$ cat config.mk
export PLATFORM = sky130hd
export DESIGN_NAME = control_segmentacion_flat
export DESIGN_NICKNAME = d
export VERILOG_FILES = /design/src/rtl/control_segmentacion_pkg.sv /design/src/rtl/control_segmentacion_if.sv /design/src/rtl/control_segmentacion_adelanto.sv /design/src/rtl/control_segmentacion.sv /design/src/flat_wrapper.sv
export SDC_FILE = /design/constraint.sdc
export NUM_CORES = 1
export LEC_CHECK = 0
export ABC_AREA = 1
export BUFFER_PORTS_ARGS = -buffer_cell sky130_fd_sc_hd__buf_2
export CORE_ASPECT_RATIO = 0.7
export CORE_MARGIN = 8
export CORE_UTILIZATION = 44
export DETAILED_ROUTE_END_ITERATION = 8
export GPL_TIMING_DRIVEN = 1
export PLACE_DENSITY = 0.82
export SYNTH_ARGS = -nofsm -noshare
export SYNTH_HDL_FRONTEND = slang
export SYNTH_SLANG_ARGS = --single-unit
$ cat constraint.sdc
create_clock -name clk -period 1.95 [get_ports clk]
set_input_delay 0.0975 -clock clk [delete_from_list [all_inputs] [get_ports clk]]
set_output_delay 0.0975 -clock clk [all_outputs]
set_load 0.01 [all_outputs]
$ cat src/rtl/control_segmentacion_pkg.sv
// Shared definitions for the pipeline hazard controller:
//   - estado_t    : controller state encoding (visible on Estado)
//   - FWD_*       : ALU operand source select codes
//   - BUF_*       : bit positions of the pipeline buffers in EnBuf/FlushBuf
//   - buf_mask()  : one-hot mask for a buffer index
package control_segmentacion_pkg;

    typedef enum logic [1:0] {
        RUN      = 2'b00,
        LOAD_USE = 2'b01,
        FLUSH    = 2'b10,
        MEM_WAIT = 2'b11
    } estado_t;

    localparam logic [1:0] FWD_RF    = 2'b00;
    localparam logic [1:0] FWD_EXMEM = 2'b10;
    localparam logic [1:0] FWD_MEMWB = 2'b01;

    localparam int NUM_BUF   = 4;
    localparam int BUF_IFID  = 0;
    localparam int BUF_IDEX  = 1;
    localparam int BUF_EXMEM = 2;
    localparam int BUF_MEMWB = 3;

    function automatic logic [NUM_BUF-1:0] buf_mask(input int idx);
        logic [NUM_BUF-1:0] m;
        m      = '0;
        m[idx] = 1'b1;
        return m;
    endfunction

endpackage

$ cat src/rtl/control_segmentacion_if.sv
// Bundle between the pipeline datapath and the hazard controller.
//   master : datapath side, drives the pipeline register fields, reads controls
//   slave  : controller side, reads pipeline fields, drives EnPC/EnBuf/FlushBuf,
//            ForwardA/B, Estado and CntBurbujas
interface control_segmentacion_if #(
    parameter int REG_W = 5,
    parameter int CNT_W = 16
);
    logic [REG_W-1:0] IdRs, IdRt, ExRs, ExRt, ExRd, MemRd, WbRd;
    logic             IdUsaRt, ExMemRead, SaltoTomado;
    logic             MemRegWrite, MemAcceso, MemListo, WbRegWrite;

    logic             EnPC;
    logic [3:0]       EnBuf, FlushBuf;
    logic [1:0]       ForwardA, ForwardB, Estado;
    logic [CNT_W-1:0] CntBurbujas;

    modport master (
        output IdRs, IdRt, IdUsaRt, ExRs, ExRt, ExRd, ExMemRead, SaltoTomado,
               MemRd, MemRegWrite, MemAcceso, MemListo, WbRd, WbRegWrite,
        input  EnPC, EnBuf, FlushBuf, ForwardA, ForwardB, Estado, CntBurbujas
    );

    modport slave (
        input  IdRs, IdRt, IdUsaRt, ExRs, ExRt, ExRd, ExMemRead, SaltoTomado,
               MemRd, MemRegWrite, MemAcceso, MemListo, WbRd, WbRegWrite,
        output EnPC, EnBuf, FlushBuf, ForwardA, ForwardB, Estado, CntBurbujas
    );
endinterface

$ cat src/rtl/control_segmentacion_adelanto.sv
// unidad_adelanto: forwarding select for both ALU operands.
//   ExRs/ExRt          : sources of the instruction in EX
//   MemRd/MemRegWrite  : destination in EX/MEM (newest, wins)
//   WbRd/WbRegWrite    : destination in MEM/WB
//   ForwardA/ForwardB  : FWD_* select for operand A (rs) and B (rt)
module unidad_adelanto
    import control_segmentacion_pkg::*;
#(
    parameter int REG_W = 5
) (
    input  logic [REG_W-1:0] ExRs,
    input  logic [REG_W-1:0] ExRt,
    input  logic [REG_W-1:0] MemRd,
    input  logic             MemRegWrite,
    input  logic [REG_W-1:0] WbRd,
    input  logic             WbRegWrite,
    output logic [1:0]       ForwardA,
    output logic [1:0]       ForwardB
);

    // Register 0 is hardwired, so a write to it must never be forwarded.
    function automatic logic [1:0] sel(input logic [REG_W-1:0] src);
        if (MemRegWrite && MemRd != '0 && MemRd == src)
            return FWD_EXMEM;
        else if (WbRegWrite && WbRd != '0 && WbRd == src)
            return FWD_MEMWB;
        else
            return FWD_RF;
    endfunction

    assign ForwardA = sel(ExRs);
    assign ForwardB = sel(ExRt);

endmodule

$ cat src/rtl/control_segmentacion.sv
// control_segmentacion: hazard controller for a 5-stage pipeline.
//   clk, rst : clock, asynchronous active-high reset
//   bus      : slave side of control_segmentacion_if
// Stall/flush controls are combinational from the current state and inputs;
// only Estado and the lost-cycle counter CntBurbujas are registered.
module control_segmentacion
    import control_segmentacion_pkg::*;
#(
    parameter int REG_W = 5,
    parameter int CNT_W = 16
) (
    input  logic clk,
    input  logic rst,
    control_segmentacion_if.slave bus
);

    estado_t            estado, estado_sig;
    logic [CNT_W-1:0]   cnt;
    logic               espera_mem, carga_uso, burbuja, en_pc;
    logic [NUM_BUF-1:0] en_buf, flush_buf;

    assign espera_mem = bus.MemAcceso && !bus.MemListo;

    assign carga_uso = bus.ExMemRead && (bus.ExRd != '0) &&
                       ((bus.ExRd == bus.IdRs) ||
                        (bus.IdUsaRt && bus.ExRd == bus.IdRt));

    always_comb begin
        en_pc      = 1'b1;
        en_buf     = '1;
        flush_buf  = '0;
        estado_sig = RUN;
        if (espera_mem) begin
            // Freeze everything; a bubble drains into MEM/WB meanwhile.
            en_pc      = 1'b0;
            en_buf     = '0;
            flush_buf  = buf_mask(BUF_MEMWB);
            estado_sig = MEM_WAIT;
        end else if (bus.SaltoTomado) begin
            flush_buf  = buf_mask(BUF_IFID) | buf_mask(BUF_IDEX);
            // FLUSH is entered only from RUN/LOAD_USE; the cycle that leaves
            // MEM_WAIT or FLUSH always returns to RUN.
            estado_sig = (estado == RUN || estado == LOAD_USE) ? FLUSH : RUN;
        end else if (carga_uso && estado != FLUSH) begin
            // Hold PC and IF/ID, bubble into ID/EX.
            en_pc      = 1'b0;
            en_buf     = ~buf_mask(BUF_IFID);
            flush_buf  = buf_mask(BUF_IDEX);
            estado_sig = (estado == MEM_WAIT) ? RUN : LOAD_USE;
        end
    end

    assign burbuja = !en_pc || (|flush_buf);

    always_ff @(posedge clk or posedge rst) begin
        if (rst) begin
            estado <= RUN;
            cnt    <= '0;
        end else begin
            estado <= estado_sig;
            if (burbuja && !(&cnt))
                cnt <= cnt + 1'b1;
        end
    end

    assign bus.EnPC        = en_pc;
    assign bus.EnBuf       = en_buf;
    assign bus.FlushBuf    = flush_buf;
    assign bus.Estado      = estado;
    assign bus.CntBurbujas = cnt;

    unidad_adelanto #(.REG_W(REG_W)) u_adelanto (
        .ExRs        (bus.ExRs),
        .ExRt        (bus.ExRt),
        .MemRd       (bus.MemRd),
        .MemRegWrite (bus.MemRegWrite),
        .WbRd        (bus.WbRd),
        .WbRegWrite  (bus.WbRegWrite),
        .ForwardA    (bus.ForwardA),
        .ForwardB    (bus.ForwardB)
    );

endmodule
$ cat src/flat_wrapper.sv
// flat-port wrapper written by rule: the top's interface ports become plain ports
module control_segmentacion_flat import control_segmentacion_pkg::*;
#(
    parameter int REG_W = 5,
    parameter int CNT_W = 16
)
  (clk, rst, bus_IdRs, bus_IdRt, bus_IdUsaRt, bus_ExRs, bus_ExRt, bus_ExRd, bus_ExMemRead, bus_SaltoTomado, bus_MemRd, bus_MemRegWrite, bus_MemAcceso, bus_MemListo, bus_WbRd, bus_WbRegWrite, bus_EnPC, bus_EnBuf, bus_FlushBuf, bus_ForwardA, bus_ForwardB, bus_Estado, bus_CntBurbujas);
  control_segmentacion_if #(.REG_W(REG_W), .CNT_W(CNT_W)) bus_i ();
  input  logic clk;
  input  logic rst;
  input wire logic [$bits(bus_i.IdRs)-1:0] bus_IdRs;
  input wire logic [$bits(bus_i.IdRt)-1:0] bus_IdRt;
  input wire logic [$bits(bus_i.IdUsaRt)-1:0] bus_IdUsaRt;
  input wire logic [$bits(bus_i.ExRs)-1:0] bus_ExRs;
  input wire logic [$bits(bus_i.ExRt)-1:0] bus_ExRt;
  input wire logic [$bits(bus_i.ExRd)-1:0] bus_ExRd;
  input wire logic [$bits(bus_i.ExMemRead)-1:0] bus_ExMemRead;
  input wire logic [$bits(bus_i.SaltoTomado)-1:0] bus_SaltoTomado;
  input wire logic [$bits(bus_i.MemRd)-1:0] bus_MemRd;
  input wire logic [$bits(bus_i.MemRegWrite)-1:0] bus_MemRegWrite;
  input wire logic [$bits(bus_i.MemAcceso)-1:0] bus_MemAcceso;
  input wire logic [$bits(bus_i.MemListo)-1:0] bus_MemListo;
  input wire logic [$bits(bus_i.WbRd)-1:0] bus_WbRd;
  input wire logic [$bits(bus_i.WbRegWrite)-1:0] bus_WbRegWrite;
  output wire logic [$bits(bus_i.EnPC)-1:0] bus_EnPC;
  output wire logic [$bits(bus_i.EnBuf)-1:0] bus_EnBuf;
  output wire logic [$bits(bus_i.FlushBuf)-1:0] bus_FlushBuf;
  output wire logic [$bits(bus_i.ForwardA)-1:0] bus_ForwardA;
  output wire logic [$bits(bus_i.ForwardB)-1:0] bus_ForwardB;
  output wire logic [$bits(bus_i.Estado)-1:0] bus_Estado;
  output wire logic [$bits(bus_i.CntBurbujas)-1:0] bus_CntBurbujas;
  assign bus_i.IdRs = bus_IdRs;
  assign bus_i.IdRt = bus_IdRt;
  assign bus_i.IdUsaRt = bus_IdUsaRt;
  assign bus_i.ExRs = bus_ExRs;
  assign bus_i.ExRt = bus_ExRt;
  assign bus_i.ExRd = bus_ExRd;
  assign bus_i.ExMemRead = bus_ExMemRead;
  assign bus_i.SaltoTomado = bus_SaltoTomado;
  assign bus_i.MemRd = bus_MemRd;
  assign bus_i.MemRegWrite = bus_MemRegWrite;
  assign bus_i.MemAcceso = bus_MemAcceso;
  assign bus_i.MemListo = bus_MemListo;
  assign bus_i.WbRd = bus_WbRd;
  assign bus_i.WbRegWrite = bus_WbRegWrite;
  assign bus_EnPC = bus_i.EnPC;
  assign bus_EnBuf = bus_i.EnBuf;
  assign bus_FlushBuf = bus_i.FlushBuf;
  assign bus_ForwardA = bus_i.ForwardA;
  assign bus_ForwardB = bus_i.ForwardB;
  assign bus_Estado = bus_i.Estado;
  assign bus_CntBurbujas = bus_i.CntBurbujas;
  control_segmentacion #(.REG_W(REG_W), .CNT_W(CNT_W)) u_core (.clk(clk), .rst(rst), .bus(bus_i));
endmodule
Yosys cells after proc, flatten, opt, wreduce, memory -nomap -nowiden
Index checks and enable logic that the tools add are counted.
- register bits: 18
- output and inout bits: 31
- word-level logic and storage cells: 54
- bits of input ports: 44
- muxes and demuxes: 18
- equality and inequality tests: 9
- reduce and logical (&&, ||, !) cells: 24
- add/subtract/negate cells: 1
- operator list (cell ; count):
    == test 5 bit ; 6
    adder 16 x 1 -> 16 bit, second input constant ; 1
    two-way mux 4 bit ; 4
    AND reduction 16 bit ; 1
    nonzero test 5 bit ; 3
    two-way mux 2 bit ; 7
    logical AND 1 bit ; 12
    two-way mux 1 bit ; 7
    OR reduction 4 bit ; 1
    logical NOT 1 bit ; 3
    logical OR 1 bit ; 3
    == test 2 x 1 -> 1 bit, second input constant ; 1
    == test 2 bit, second input constant ; 1
    logical NOT 2 bit ; 1
    inequality test 2 bit, second input constant ; 1

Depth between registers and ports, before layout
- depth in word-level cells: 11
- mapped depth: 12
- gate-level depth less buffers: 11

Cells and area by module
Synthesis repeated with hierarchy kept, for this count alone.
- cells, all modules: 278
- area total of the unflattened synthesis: 1700.4 um^2
- by module, submodules not included (module ; seq. area each (um^2) ; cells each ; area each (um^2) ; instances):
    control_segmentacion ; 450.4 ; 197 ; 1337.5 ; 1
    unidad_adelanto ; 0.0 ; 81 ; 362.8 ; 1

Least setup slack after synthesis
Ideal clock, no wire load.
- path kind: register -> register
- start: register u_core.cnt[0] (netlist: u_core.bus.CntBurbujas[0])
- end: register u_core.cnt[12] (netlist: u_core.bus.CntBurbujas[12])
- buffers on the path: 1
- period minus slack after synthesis: 1700 ps
- stages on the path, launching flop included: 10
- library setup time: 117 ps
- setup slack: 250 ps
- arrival: 1583 ps
- required time: 1833 ps
- path through: dfrtp_1 -> ha_1 -> nand3_1 -> inv_2 -> nand2_1 -> nor2_4 -> nand4_4 -> buf_2 -> nand3_1 -> nand2_1
- cells in the longest elaborated chain, start to end: 3
- elaborated cells between the ends (all ways): 4
- classes of those cells: add/sub (1); reduce/logical (3)
- RTL lines (what ; RTL line ; text):
    from (decl) ; control_segmentacion.sv:18 ; logic [CNT_W-1:0] cnt;
    from (signal assigned) ; control_segmentacion.sv:62 ; cnt <= cnt + 1'b1;
    parallel branches: the longest is 3 deep, another holds adder 16 x 1 -> 16 bit ; n/a ;
Several ways; the timed one is not identified.
A chain may end at the register's enable or synchronous reset.

Worst setup path in the final report
- start: register u_core.cnt[1] (netlist: u_core.bus.CntBurbujas[1])
- end: register u_core.cnt[13] (netlist: u_core.bus.CntBurbujas[13])
The elaborated chain is that of the path after synthesis.

==> impl_metrics.ini <==
[worst_setup_path]
max_stage_delay_ns = 0.41
cpMaxStageDelayCell = dfrtp_1
startpoint_type = flop
worstPathCellList = ha_1 -> nand3_1 -> inv_2 -> nand2_1 -> nor2_4 -> nand4_4 -> buf_12 -> nand3_1 -> nand2_1
cp-end-kind = flop
required_ns = 2.09
crit_buf_inv = 2
criticalPathCategory = flop to flop
crit_arrival_ns = 1.88
cp_max_fo = 12
cp_top_family = simple AND/OR/NAND/NOR gates

[power_and_ir_drop]
ir_worst_vdd_uv = 397
p_leak_nw = 1.24
power.total_mw = 1.21
powerDensity_nw_per_um2 = 579

[floorplanning]
core_sq_um = 3540
die_w_microns = 88.6
dieHeight_microns = 66.8
rows = 18
start_util_pct = 45.9
io_pins = 75
dieArea_sq_um = 5910

[sta]
finalHoldViolCount = 0
tightestPinTransition_ns = 0.682
finalClockSkew_ns = 0.00376
fmax_mhz = 572
setup_tns_ns = 0
final_max_slew_viol_count = 0
maxSlewHeadroom_pct = 54.5
period_share_pct = 89.6
period_needed_ns = 1.75
finalSetupViolCount = 0
rsz0062_at_grt = no

[global_routing]
track_usage_pct = 16.0
grt_max_degree = 19
antenna_found_initial = 0
grt_pass1_vias = 1577
grt_pass1_wl_microns = 7560
overflow = 0

[synthesis]
ys_dominant_reg_cell = dfrtp_1
synth-seq-cells = 18
syn-cell-area_sq_um = 1620
synth_most_common_cell = nand2_1
seq_area_frac_synth_pct = 27.8
ys_warn_count = 0
synth_commonest_cells = 74 x nand2_1, 26 x nand3_1, 25 x inv_1
synth_edf_count = 0
synth_top_area_share_pct = 27.8
synth_area_leader_cell = dfrtp_1
syn_inst = 239
synth_area_leaders = dfrtp_1 28%, nand2_1 17%, xnor2_1 10%, xor2_1 8.6%, nand3_1 8.0%
syn_nets = 284
syn_avg_cell_area_sq_um = 6.78
synthArstFlopShare_pct = 100
ys_types = 25

[hold_path]
hp-class = primary input to flop

[final_layout]
nNetsFinal = 359
regArea_sq_um = 450
area_growth_pct = 28.5
multiInputGateArea_sq_um = 1000
diodes = 0
fillers = 337
drive_above_1_share_pct = 29.2
fin_util_pct = 59.0

[drt]
vias = 1750
postRouteAntennaNets = 0
drtPass1Iterations = 4
via_per_inst = 4.83
wirelength_microns = 4560
post-route-drc-count = 0
post_drt_wl_per_cell_microns = 12.6
drt_iter0_drc = 122

[status]
outcome = completed

[cts]
clkSinkCount = 18
cts_tree = done
cts.path.max_buffers = 2
htreeDepth = 1
insertion_delay_ns = 0.25
clkTransAtPathRegs_ns = 0.07
cts-buffers-inserted = 3
cts-root-buf = clkbuf_8

[run]
maxCapViolations = 0

[placed_design]
io_buffers = 73
gp_congestion = 0.971
dp_hpwl_microns = 3730
## final cells by class
class	count	area share (%)
Timing Repair Buffer	78	20.0
Sequential cell	18	21.6
Clock buffer	3	1.98
Tap cell	50	3.00
Inverter	30	5.40
Multi-Input combinational cell	183	48.0
## kinds of logic (layout without fill, tap and decap cells)
| logic type | Yosys count | after routing | share of synthesized area [%] |
|---|---|---|---|
| AOI/OAI and AO/OA | 5 | 5 | 1.77 |
| xor gates and xnor gates | 35 | 35 | 18.9 |
| adders and majority gates | 1 | 1 | 0.771 |
| and+or+nand+nor | 141 | 141 | 40.0 |
| other | 1 | 1 | 0.231 |
| buffers and inverters | 38 | 111 | 10.6 |
| DFF | 18 | 18 | 27.8 |
## final timing paths
path                                                       start                                      to  slack [ns]  cells past startpoint
max                        u_core.bus.CntBurbujas[1]$_DFFE_PP0P_  u_core.bus.CntBurbujas[13]$_DFFE_PP0P_        0.20                      9
min                                              bus_SaltoTomado          u_core.bus.Estado[1]$_DFF_PP0_        0.20                      3
min reg2reg                       u_core.bus.Estado[1]$_DFF_PP0_          u_core.bus.Estado[1]$_DFF_PP0_        0.50                      1
min in group asynchronous                                    rst  u_core.bus.CntBurbujas[12]$_DFFE_PP0P_        0.49                      3
max reg2reg                u_core.bus.CntBurbujas[1]$_DFFE_PP0P_  u_core.bus.CntBurbujas[13]$_DFFE_PP0P_        0.20                      9
max in group asynchronous                                    rst  u_core.bus.CntBurbujas[13]$_DFFE_PP0P_        1.03                      3
## placed cells by master, fill, tap and decap left out
cell           count
o21ai_0            3
nand2_4            1
xor2_1            16
inv_1             25
conb_1             1
buf_12             1
buf_4              3
a21oi_1            1
buf_2             73
nand3_2            1
nor3_4             1
nor3_1             6
nand3_1           26
dlygate4sd3_1      1
o41ai_1            1
or2_2              1
nor2_1            19
dfrtp_1           18
clkbuf_8           3
nand4_1            9
ha_1               1
nor4_1             1
nand4_4            1
nand2_1           74
xnor2_1           19
inv_2              5
nor2_4             1
## sequential cells by signal, summed over array words and instances (netlist names)
name	cells
u_core.bus.Estado	2
u_core.bus.CntBurbujas	16
## per-layer routing
metal / global-route usage (%) / up-vias / routed length (microns)
li1: - / 893 / -
met1: 20.6 / 791 / 2100
met2: 25.7 / 56 / 2070
met3: 3.93 / 10 / 306
met4: 5.03 / 0 / 85
met5: 0 / - / 0
## stage by stage
stage	hold slack [ns]	cells	setup slack [ns]	area, sq um
after floorplan	0.0361	239	0.250	1620
after global placement	0.229	358	0.325	2030
after detailed placement	0.239	358	0.233	2030
after CTS	0.192	362	0.182	2080
after global routing	0.238	362	0.0431	2080
final	0.196	362	0.202	2080
## repair_timing
action / in CTS / in global routing
setup buffers: 0 / 0
endpoints found under the hold margin: 18 / 0
gates resized for setup: 0 / 0
hold buffers: 1 / 0
## worst register-to-register path: cells and delay by family, from the launching register on
kind	cells	cell delay, ns
flip-flops	1	0.41
buffers and inverters	2	0.30
adder cells (fa/ha/maj)	1	0.22
AND/OR/NAND/NOR	6	0.72
## report_power, final
group / internal [mW] / total, mW / switching (mW)
Combinational: 0.207 / 0.453 / 0.246
Sequential: 0.427 / 0.499 / 0.0717
Clock: 0.137 / 0.254 / 0.117
(Power assumes the default switching activity.)
